**config.mk**
```make
export PLATFORM = sky130hd
export DESIGN_NAME = marx_us_result_buffer
export DESIGN_NICKNAME = d
export VERILOG_FILES = /design/src/rtl/marx_pkg.sv /design/src/rtl/marx_us_fifo_mem.sv /design/src/rtl/marx_us_result_buffer.sv
export SDC_FILE = /design/constraint.sdc
export NUM_CORES = 1
export LEC_CHECK = 0
export CAP_MARGIN = 20
export CORE_ASPECT_RATIO = 1.4
export CORE_MARGIN = 2
export CORE_UTILIZATION = 30
export DETAILED_ROUTE_END_ITERATION = 8
export GPL_TIMING_DRIVEN = 0
export SYNTH_ARGS = -nofsm -noshare
export SYNTH_HDL_FRONTEND = slang
export SYNTH_SLANG_ARGS = --single-unit
```
**constraint.sdc**
```tcl
create_clock -name clk_i -period 3.6 [get_ports clk_i]
set_input_delay 0.9 -clock clk_i [delete_from_list [all_inputs] [get_ports clk_i]]
set_output_delay 0.9 -clock clk_i [all_outputs]
set_load 0.03 [all_outputs]
```
**src/rtl/marx_pkg.sv**
```systemverilog
// Purpose: shared widths and the result-entry type for the Marx upstream path.
// Latency: n/a (declarations only).
// Backpressure: n/a.
package marx_pkg;

  localparam int WRESULT  = 32;  // APU result width
  localparam int NUSFLAGS = 9;   // upstream flags (9 for FPU, 3 for LNU)
  localparam int WCPUTAG  = 5;   // core-local tag width
  localparam int NCPUS    = 8;   // cores sharing the APU
  localparam int WCPUID   = $clog2(NCPUS);
  localparam int WAPUTAG  = WCPUTAG + WCPUID;  // {cpu_id, cpu_tag}

  typedef struct packed {
    logic [WRESULT-1:0]  result;
    logic [NUSFLAGS-1:0] flags;
    logic [WAPUTAG-1:0]  tag;
  } us_entry_t;

endpackage

```
**src/rtl/marx_us_fifo_mem.sv**
```systemverilog
// Purpose: DEPTH x WIDTH register array, one synchronous write port, one async read port.
// Latency: write visible on rdata the cycle after we; read is combinational.
// Backpressure: none; the caller owns pointers and full/empty.
// Ports: clk_i, we_i/waddr_i/wdata_i (write), raddr_i -> rdata_o (read).
module marx_us_fifo_mem #(
  parameter int DEPTH = 4,
  parameter int WIDTH = 8,
  parameter int AW    = $clog2(DEPTH)
) (
  input  logic             clk_i,
  input  logic             we_i,
  input  logic [AW-1:0]    waddr_i,
  input  logic [WIDTH-1:0] wdata_i,
  input  logic [AW-1:0]    raddr_i,
  output logic [WIDTH-1:0] rdata_o
);

  // Storage is deliberately not reset; the owner masks outputs while empty.
  logic [WIDTH-1:0] mem [DEPTH];

  always_ff @(posedge clk_i) begin
    if (we_i) begin
      mem[waddr_i] <= wdata_i;
    end
  end

  assign rdata_o = mem[raddr_i];

endmodule

```
**src/rtl/marx_us_result_buffer.sv**
```systemverilog
// Purpose: in-order result buffer from the shared APU to the Marx interconnect; splits tag into core id/tag.
// Latency: an entry pushed in cycle N is offered on us_req_o in cycle N+1; no bypass.
// Backpressure: apu_ack_o drops only when full (registered state only); one push and one pop per cycle.
// Ports: clk_i/rst_i/flush_i; APU side apu_req_i/apu_ack_o + result/flags/tag;
//        interconnect side us_req_o/us_ack_i + result/flags/tag/cpu_id/cpu_tag; count_o occupancy.
module marx_us_result_buffer
  import marx_pkg::*;
#(
  parameter int DEPTH    = 4,
  parameter int WRESULT  = marx_pkg::WRESULT,
  parameter int NUSFLAGS = marx_pkg::NUSFLAGS,
  parameter int WCPUTAG  = marx_pkg::WCPUTAG,
  parameter int NCPUS    = marx_pkg::NCPUS
) (
  input  logic                                 clk_i,
  input  logic                                 rst_i,
  input  logic                                 flush_i,
  input  logic                                 apu_req_i,
  output logic                                 apu_ack_o,
  input  logic [WRESULT-1:0]                   apu_result_i,
  input  logic [NUSFLAGS-1:0]                  apu_flags_i,
  input  logic [WCPUTAG+$clog2(NCPUS)-1:0]     apu_tag_i,
  output logic                                 us_req_o,
  input  logic                                 us_ack_i,
  output logic [WRESULT-1:0]                   us_result_o,
  output logic [NUSFLAGS-1:0]                  us_flags_o,
  output logic [WCPUTAG+$clog2(NCPUS)-1:0]     us_tag_o,
  output logic [$clog2(NCPUS)-1:0]             us_cpu_id_o,
  output logic [WCPUTAG-1:0]                   us_cpu_tag_o,
  output logic [$clog2(DEPTH):0]               count_o
);

  localparam int WID    = $clog2(NCPUS);
  localparam int WTAG   = WCPUTAG + WID;
  localparam int WENTRY = WRESULT + NUSFLAGS + WTAG;
  localparam int AW     = $clog2(DEPTH);
  localparam int CW     = AW + 1;

  logic [AW-1:0]     wr_ptr_q, rd_ptr_q;
  logic [CW-1:0]     count_q;
  logic              push, pop;
  logic [WENTRY-1:0] head;
  logic [WENTRY-1:0] wdata;

  // Handshakes depend on registered occupancy only, so there is no
  // combinational path from us_ack_i to apu_ack_o. A full buffer refuses a
  // push even if the head is popped in the same cycle.
  assign apu_ack_o = (count_q != CW'(DEPTH));
  assign us_req_o  = (count_q != '0);
  assign push      = apu_req_i & apu_ack_o;
  assign pop       = us_req_o & us_ack_i;
  assign count_o   = count_q;

  assign wdata = {apu_result_i, apu_flags_i, apu_tag_i};

  always_ff @(posedge clk_i or posedge rst_i) begin
    if (rst_i) begin
      wr_ptr_q <= '0;
      rd_ptr_q <= '0;
      count_q  <= '0;
    end else if (flush_i) begin
      // Flush wins over any push or pop presented in the same cycle.
      wr_ptr_q <= '0;
      rd_ptr_q <= '0;
      count_q  <= '0;
    end else begin
      if (push) begin
        wr_ptr_q <= (wr_ptr_q == AW'(DEPTH - 1)) ? '0 : wr_ptr_q + 1'b1;
      end
      if (pop) begin
        rd_ptr_q <= (rd_ptr_q == AW'(DEPTH - 1)) ? '0 : rd_ptr_q + 1'b1;
      end
      case ({push, pop})
        2'b10:   count_q <= count_q + 1'b1;
        2'b01:   count_q <= count_q - 1'b1;
        default: count_q <= count_q;
      endcase
    end
  end

  marx_us_fifo_mem #(
    .DEPTH (DEPTH),
    .WIDTH (WENTRY)
  ) u_mem (
    .clk_i   (clk_i),
    .we_i    (push),
    .waddr_i (wr_ptr_q),
    .wdata_i (wdata),
    .raddr_i (rd_ptr_q),
    .rdata_o (head)
  );

  // Data outputs read zero while empty, which also gives the zero reset
  // value without resetting the storage array.
  assign us_result_o  = us_req_o ? head[WENTRY-1 -: WRESULT]        : '0;
  assign us_flags_o   = us_req_o ? head[WTAG +: NUSFLAGS]           : '0;
  assign us_tag_o     = us_req_o ? head[WTAG-1:0]                   : '0;
  assign us_cpu_id_o  = us_tag_o[WTAG-1:WCPUTAG];
  assign us_cpu_tag_o = us_tag_o[WCPUTAG-1:0];

  a_no_push_full: assert property (@(posedge clk_i) disable iff (rst_i)
    !(push && (count_q == CW'(DEPTH))));

  a_head_stable: assert property (@(posedge clk_i) disable iff (rst_i)
    (us_req_o && !us_ack_i && !flush_i) |=> $stable({us_result_o, us_flags_o, us_tag_o}));

  a_count_range: assert property (@(posedge clk_i) disable iff (rst_i)
    count_q <= CW'(DEPTH));

endmodule

```
# ---- Yosys cells after proc, flatten, opt, wreduce, memory -nomap -nowiden
# Memories as Yosys holds them, arrays and structs flattened.
# Cells that the tools add are included.
dict set report op_classes {
  n_addsub 4
  eq_ne 5
  bitwise 2
  reduce_logical 4
  muxes 13
}
# operator n
set ops {}
lappend ops {{32-bit two-way mux} 1}
lappend ops {{2-bit two-way mux} 6}
lappend ops {{9-bit two-way mux} 1}
lappend ops {{8-bit two-way mux} 1}
lappend ops {{2-bit == test (second input constant)} 3}
lappend ops {{3-bit one-hot mux with 2 select lines} 1}
lappend ops {{3-bit nonzero test} 2}
lappend ops {{2-bit by 1-bit adder with 2-bit output (second input constant)} 2}
lappend ops {{2-bit nonzero test} 2}
lappend ops {{3-bit by 1-bit adder with 3-bit output (second input constant)} 1}
lappend ops {{3-bit two-way mux} 1}
lappend ops {{3-bit inequality test (second input constant)} 1}
lappend ops {{3-bit by 1-bit subtractor with 3-bit output (second input constant)} 1}
lappend ops {{1-bit AND} 2}
lappend ops {{2-bit by 1-bit == test with 1-bit output (second input constant)} 1}
lappend ops {{1-bit two-way mux} 2}
dict set report totals {
  elab_cells 32
  mem_count 1
  ram_bits 196
  regBits 7
  input_bits 54
  output_inout_bits 62
}
# name depth width read_ports rd_clocked_by_memory_dff write_ports line
set mem_list {}
lappend mem_list {u_mem.mem 4 49 1 0 1 marx_us_fifo_mem.sv:19} ;# logic [WIDTH-1:0] mem [DEPTH];

# ---- Logic depth before layout (Yosys ltp)
dict set report logic_depth {
  word_depth 5
  ltp_mapped 8
  depth_no_buf 6
}

# ---- By module
# From an unflattened synthesis, not the netlist that was laid out.
dict set report unflattened {
  cells_unflattened 378
  area_unflattened_um2 8023.9
}
# module cells_each instances area_per_inst_um2 seq_area_each_um2
set modules_own_cells {}
lappend modules_own_cells {marx_us_fifo_mem 260 1 7123.1 5885.6}
lappend modules_own_cells {marx_us_result_buffer 118 1 900.9 175.2}

# ---- Worst setup path before layout
# OpenSTA, ideal clock, no wires.
dict set report synth_timing {
  kind {input-to-reg}
  start {in apu_req_i}
  end {mem u_mem.mem[3][0] (netlist bit), enable pin}
  cell_stages 3
  required_ns 3.188
  path_buffers 1
  path_slack_ns 0.537
  t_arrival_ns 2.652
  cell_sequence {buf_2 > a21boi_1 > and2_1}
}
dict set report synth_between {
  elab_chain_len 3
}
# item line
set synth_rtl {}
lappend synth_rtl {{from (decl)} marx_us_result_buffer.sv:18} ;# input logic apu_req_i,
lappend synth_rtl {{1-bit AND} marx_us_result_buffer.sv:50} ;# assign push = apu_req_i & apu_ack_o;
lappend synth_rtl {{1-bit two-way mux} marx_us_fifo_mem.sv:22} ;# if (we_i) begin
lappend synth_rtl {{1-bit two-way mux (implied by the code)} marx_us_fifo_mem.sv:23} ;# mem[waddr_i] <= wdata_i;
lappend synth_rtl {{to (decl)} marx_us_fifo_mem.sv:19}
# No other way between the ends.

# ---- Worst setup path in the final report
dict set report layout_timing {
  start {reg count_q[0], in the netlist count_o[0]}
  end {out us_result_o[18]}
}
dict set report layout_between {
  elab_chain_len 2
}
# item line
set layout_rtl {}
lappend layout_rtl {{from (decl)} marx_us_result_buffer.sv:40} ;# logic [CW-1:0] count_q;
lappend layout_rtl {{from (signal assigned)} marx_us_result_buffer.sv:74} ;# 2'b10: count_q <= count_q + 1'b1;
lappend layout_rtl {{from (signal assigned)} marx_us_result_buffer.sv:75} ;# 2'b01: count_q <= count_q - 1'b1;
lappend layout_rtl {{from (signal assigned)} marx_us_result_buffer.sv:76} ;# default: count_q <= count_q;
lappend layout_rtl {{3-bit nonzero test} marx_us_result_buffer.sv:49} ;# assign us_req_o = (count_q != '0);
lappend layout_rtl {{32-bit two-way mux} marx_us_result_buffer.sv:95} ;# assign us_result_o = us_req_o ? head[WENTRY-1 -: WRESULT] : '0;
lappend layout_rtl {{to (decl)} marx_us_result_buffer.sv:25} ;# output logic [WRESULT-1:0] us_result_o,
# No other way between the ends.

==> run_results.csv <==
group,metric,value,unit
drt,ant_nets,0,
cts,htree_levels,1,
cts,post-cts-setup-buffer-count,0,
floorplan,die_w,143,um
timing,fin_crit,3.47,ns
final_layout,drive_gt1_share,20.3,%
setup_path,cp_data_required_time,2.70,ns
cts,postCtsHoldBufs,0,
synthesis,muxShareOfSynthArea,14.1,%
placed_design,gp_congestion,0.696,
setup_path,startpoint_type,"register",
cts,cts_sinks,203,
global_routing,grt-ovfl-total,0,
global_routing,antenna_found_initial,0,
status,outcome,"completed",
timing,setup_violations,0,
placed_design,dp_cells,827,
setup_path,path_buf_inv,3,
drt,wirelength,16200,um
timing,final.setup.tns,0,ns
final_layout,antenna_cells,0,
floorplan,die_area,0.0283,mm^2
floorplan,fp-row-count,71,
drt,drtIter0Drc,148,
cts,clockBufferDepth,3,
drt,via_per_inst,4.65,
setup_path,cp_slowest_cell,"clkdlybuf4s50_1",
timing,rsz0062_at_grt,"no",
placed_design,pre_cts_slack,0.359,ns
drt,firstDrtPassIters,4,
floorplan,core_area,0.0267,mm^2
timing,post-route-period-util,96.3,%
cts,numCtsBuffers,20,
synthesis,syn_area,0.00807,mm^2
setup_path,slowest_delay,0.60,ns
synthesis,syn-num-nets,445,
job,maxCapViolCount,0,
cts,cts_root_buf,"clkbuf_16",
power,powerDensity,601,mW/mm^2
final_layout,final_core_util,38.4,%
global_routing,grt_max_degree,50,
synthesis,seq_area_frac_synth,75.1,%
timing,hold_violations,0,
hold_path,min_path_type,"register to register",
synthesis,synth_edf_count,196,
final_layout,fin_area,0.0102,mm^2
floorplan,initial_core_util,30.3,%
timing,tightest_slew,0.860,ns
synthesis,synth_xor_area_share,0.108,%
synthesis,synth_top_family_by_area,"multiplexers",
synthesis,synthSimpleGateAreaFrac,5.70,%
synthesis,syn_inst,385,
timing,final_max_slew_viol_count,0,
drt,drt_drc_violations_left,0,
placed_design,port_buffers,114,
final_layout,layout.nets,580,
synthesis,async_flop_share,3.45,%
timing,fin_hold_ws,0.609,ns
final_layout,syn_to_final_growth,26.9,%
final_layout,num-fill-cells,2467,
cts,clkLatencyLatePin,0.49,ns
setup_path,cp_cell_sequence,"or3_1 -> buf_4 -> clkbuf_2 -> and2_1 -> clkdlybuf4s50_1",
synthesis,synth-compound-area-share,0.837,%
timing,fin_worst_skew,0.00790,ns
global_routing,grt_pass1_vias,4384,
power,leakage,3.40,nW
synthesis,synth.distinct_cells,32,
drt,num_vias,3995,
placed_design,place_hpwl,9980,um
global_routing,track_usage,11.4,%
placed_design,dpl_cell_area,0.00964,mm^2
timing,setup_ws,0.133,ns
drt,wl_per_cell,18.8,um
power,peakVddDrop,0.414,mV
cts,cts.clk_slew.worst_paths,0.06,ns
floorplan,io-pin-count,116,
timing,timing.max_slew.rel_slack,42.6,%
power,total_power,6.15,mW
global_routing,grt_pass1_wl,24600,um
setup_path,path_max_fanout,10,
synthesis,synthAdderAreaFrac,1.02,%
final_layout,instances_no_fill,859,
synthesis,synth_seq_cells,203,
setup_path,crit_path_end_kind,"output pin",
cts,cts_tree,"built",
floorplan,chipHeight,198,um
synthesis,synth-warning-count,0,
synthesis,synthFlopType,"edfxtp_1",
setup_path,crit_family,"buffers and inverters",
synthesis,postSynthAreaPerCell,21.0,um^2
setup_path,cp.arrival,2.57,ns
setup_path,path_class,"register to output pin",
timing,max_freq,288,MHz
-- cells in the mapped netlist (4+ instances only) --
cell      number  area share (%)
edfxtp_1     196              73
buf_12         5             1.2
buf_2          7            0.43
dfrtp_1        7             2.2
nand2_1        6            0.28
and2_1        53             4.1
clkbuf_1       6            0.28
buf_4         10            0.93
ha_1           5            0.77
nor2_1         9            0.42
mux4_2        48              13
nand3_1        4            0.25
-- cell usage in the layout, fill, tap and decap left out, drive strengths merged, types with 2 or more instances in the layout --
cell type | netlist | layout
a21oi | 3 | 3
and2 | 53 | 53
buf | 23 | 24
clkbuf | 6 | 29
clkdlybuf4s50 | 0 | 103
clkinv | 0 | 6
clkinvlp | 0 | 2
dfrtp | 7 | 7
dlygate4sd2 | 0 | 7
dlymetal6s2s | 0 | 3
edfxtp | 196 | 196
ha | 5 | 5
inv | 3 | 3
mux2i | 2 | 2
mux4 | 49 | 49
nand2 | 6 | 6
nand3 | 4 | 4
nor2 | 9 | 9
o21ai | 3 | 3
or3 | 3 | 3
-- cell type report --
type | count | area, um^2 | area share, %
Timing Repair Buffer | 114 | 1140 | 11.1
Clock inverter | 9 | 73.8 | 0.721
Inverter | 3 | 11.3 | 0.110
Clock buffer | 24 | 537 | 5.24
Multi-Input combinational cell | 150 | 1770 | 17.3
Buffer | 28 | 246 | 2.41
Sequential cell | 203 | 6060 | 59.2
Tap cell | 328 | 410 | 4.01
-- worst min-delay path, stage by stage (launching register included) --
cell	delay, ns
dfrtp_1	0.40
mux2i_1	0.09
nor2_1	0.08
-- metal layers --
| layer | vias up | global-route usage (%) | share of wire (%) |
|---|---|---|---|
| li1 | 1794 | - | - |
| met1 | 2081 | 13.2 | 40 |
| met2 | 88 | 21.1 | 54 |
| met3 | 32 | 1.60 | 3.6 |
| met4 | 0 | 4.69 | 3.0 |
| met5 | - | 0 | 0 |
-- final timing paths --
path,startpoint,end,slack [ns],cells past startpoint
setup / recovery,count_o[0],us_result_o[18],0.13,5
hold / removal,wr_ptr_q[1],wr_ptr_q[1],0.61,2
setup reg to reg,count_o[0],u_mem.mem[3][9],1.27,3
hold reg to reg,wr_ptr_q[1],wr_ptr_q[1],0.61,2
max in group asynchronous,rst_i,count_o[0],2.71,2
min in group asynchronous,rst_i,rd_ptr_q[1],0.67,2
-- report_power, final --
group / switching (mW) / leakage [nW] / internal [mW]
combinational: 0.769 / 1.21 / 0.640
clock: 0.830 / 0.291 / 1.13
sequential: 0.0399 / 1.89 / 2.75
-- logic make-up (layout without fill, tap and decap cells) --
group	after synthesis	after routing
AOI/OAI and AO/OA	11	11
xor gates and xnor gates	1	1
adders and majority gates	6	6
buffers and inverters	32	178
DFF	203	203
muxes	52	52
and+or+nand+nor	80	80
-- state kept, by name, summed over array words and instances, names as in the netlist --
register,count
rd_ptr_q,2
u_mem.mem,196
wr_ptr_q,2
count_o,3
-- what timing repair did --
| action | 4_1_cts | 5_1_grt |
|---|---|---|
| resized for setup | 10 | 9 |
| setup endpoints to repair | 48 | 32 |
| endpoints found under the hold margin | 0 | 0 |
(Power assumes the default switching activity.)
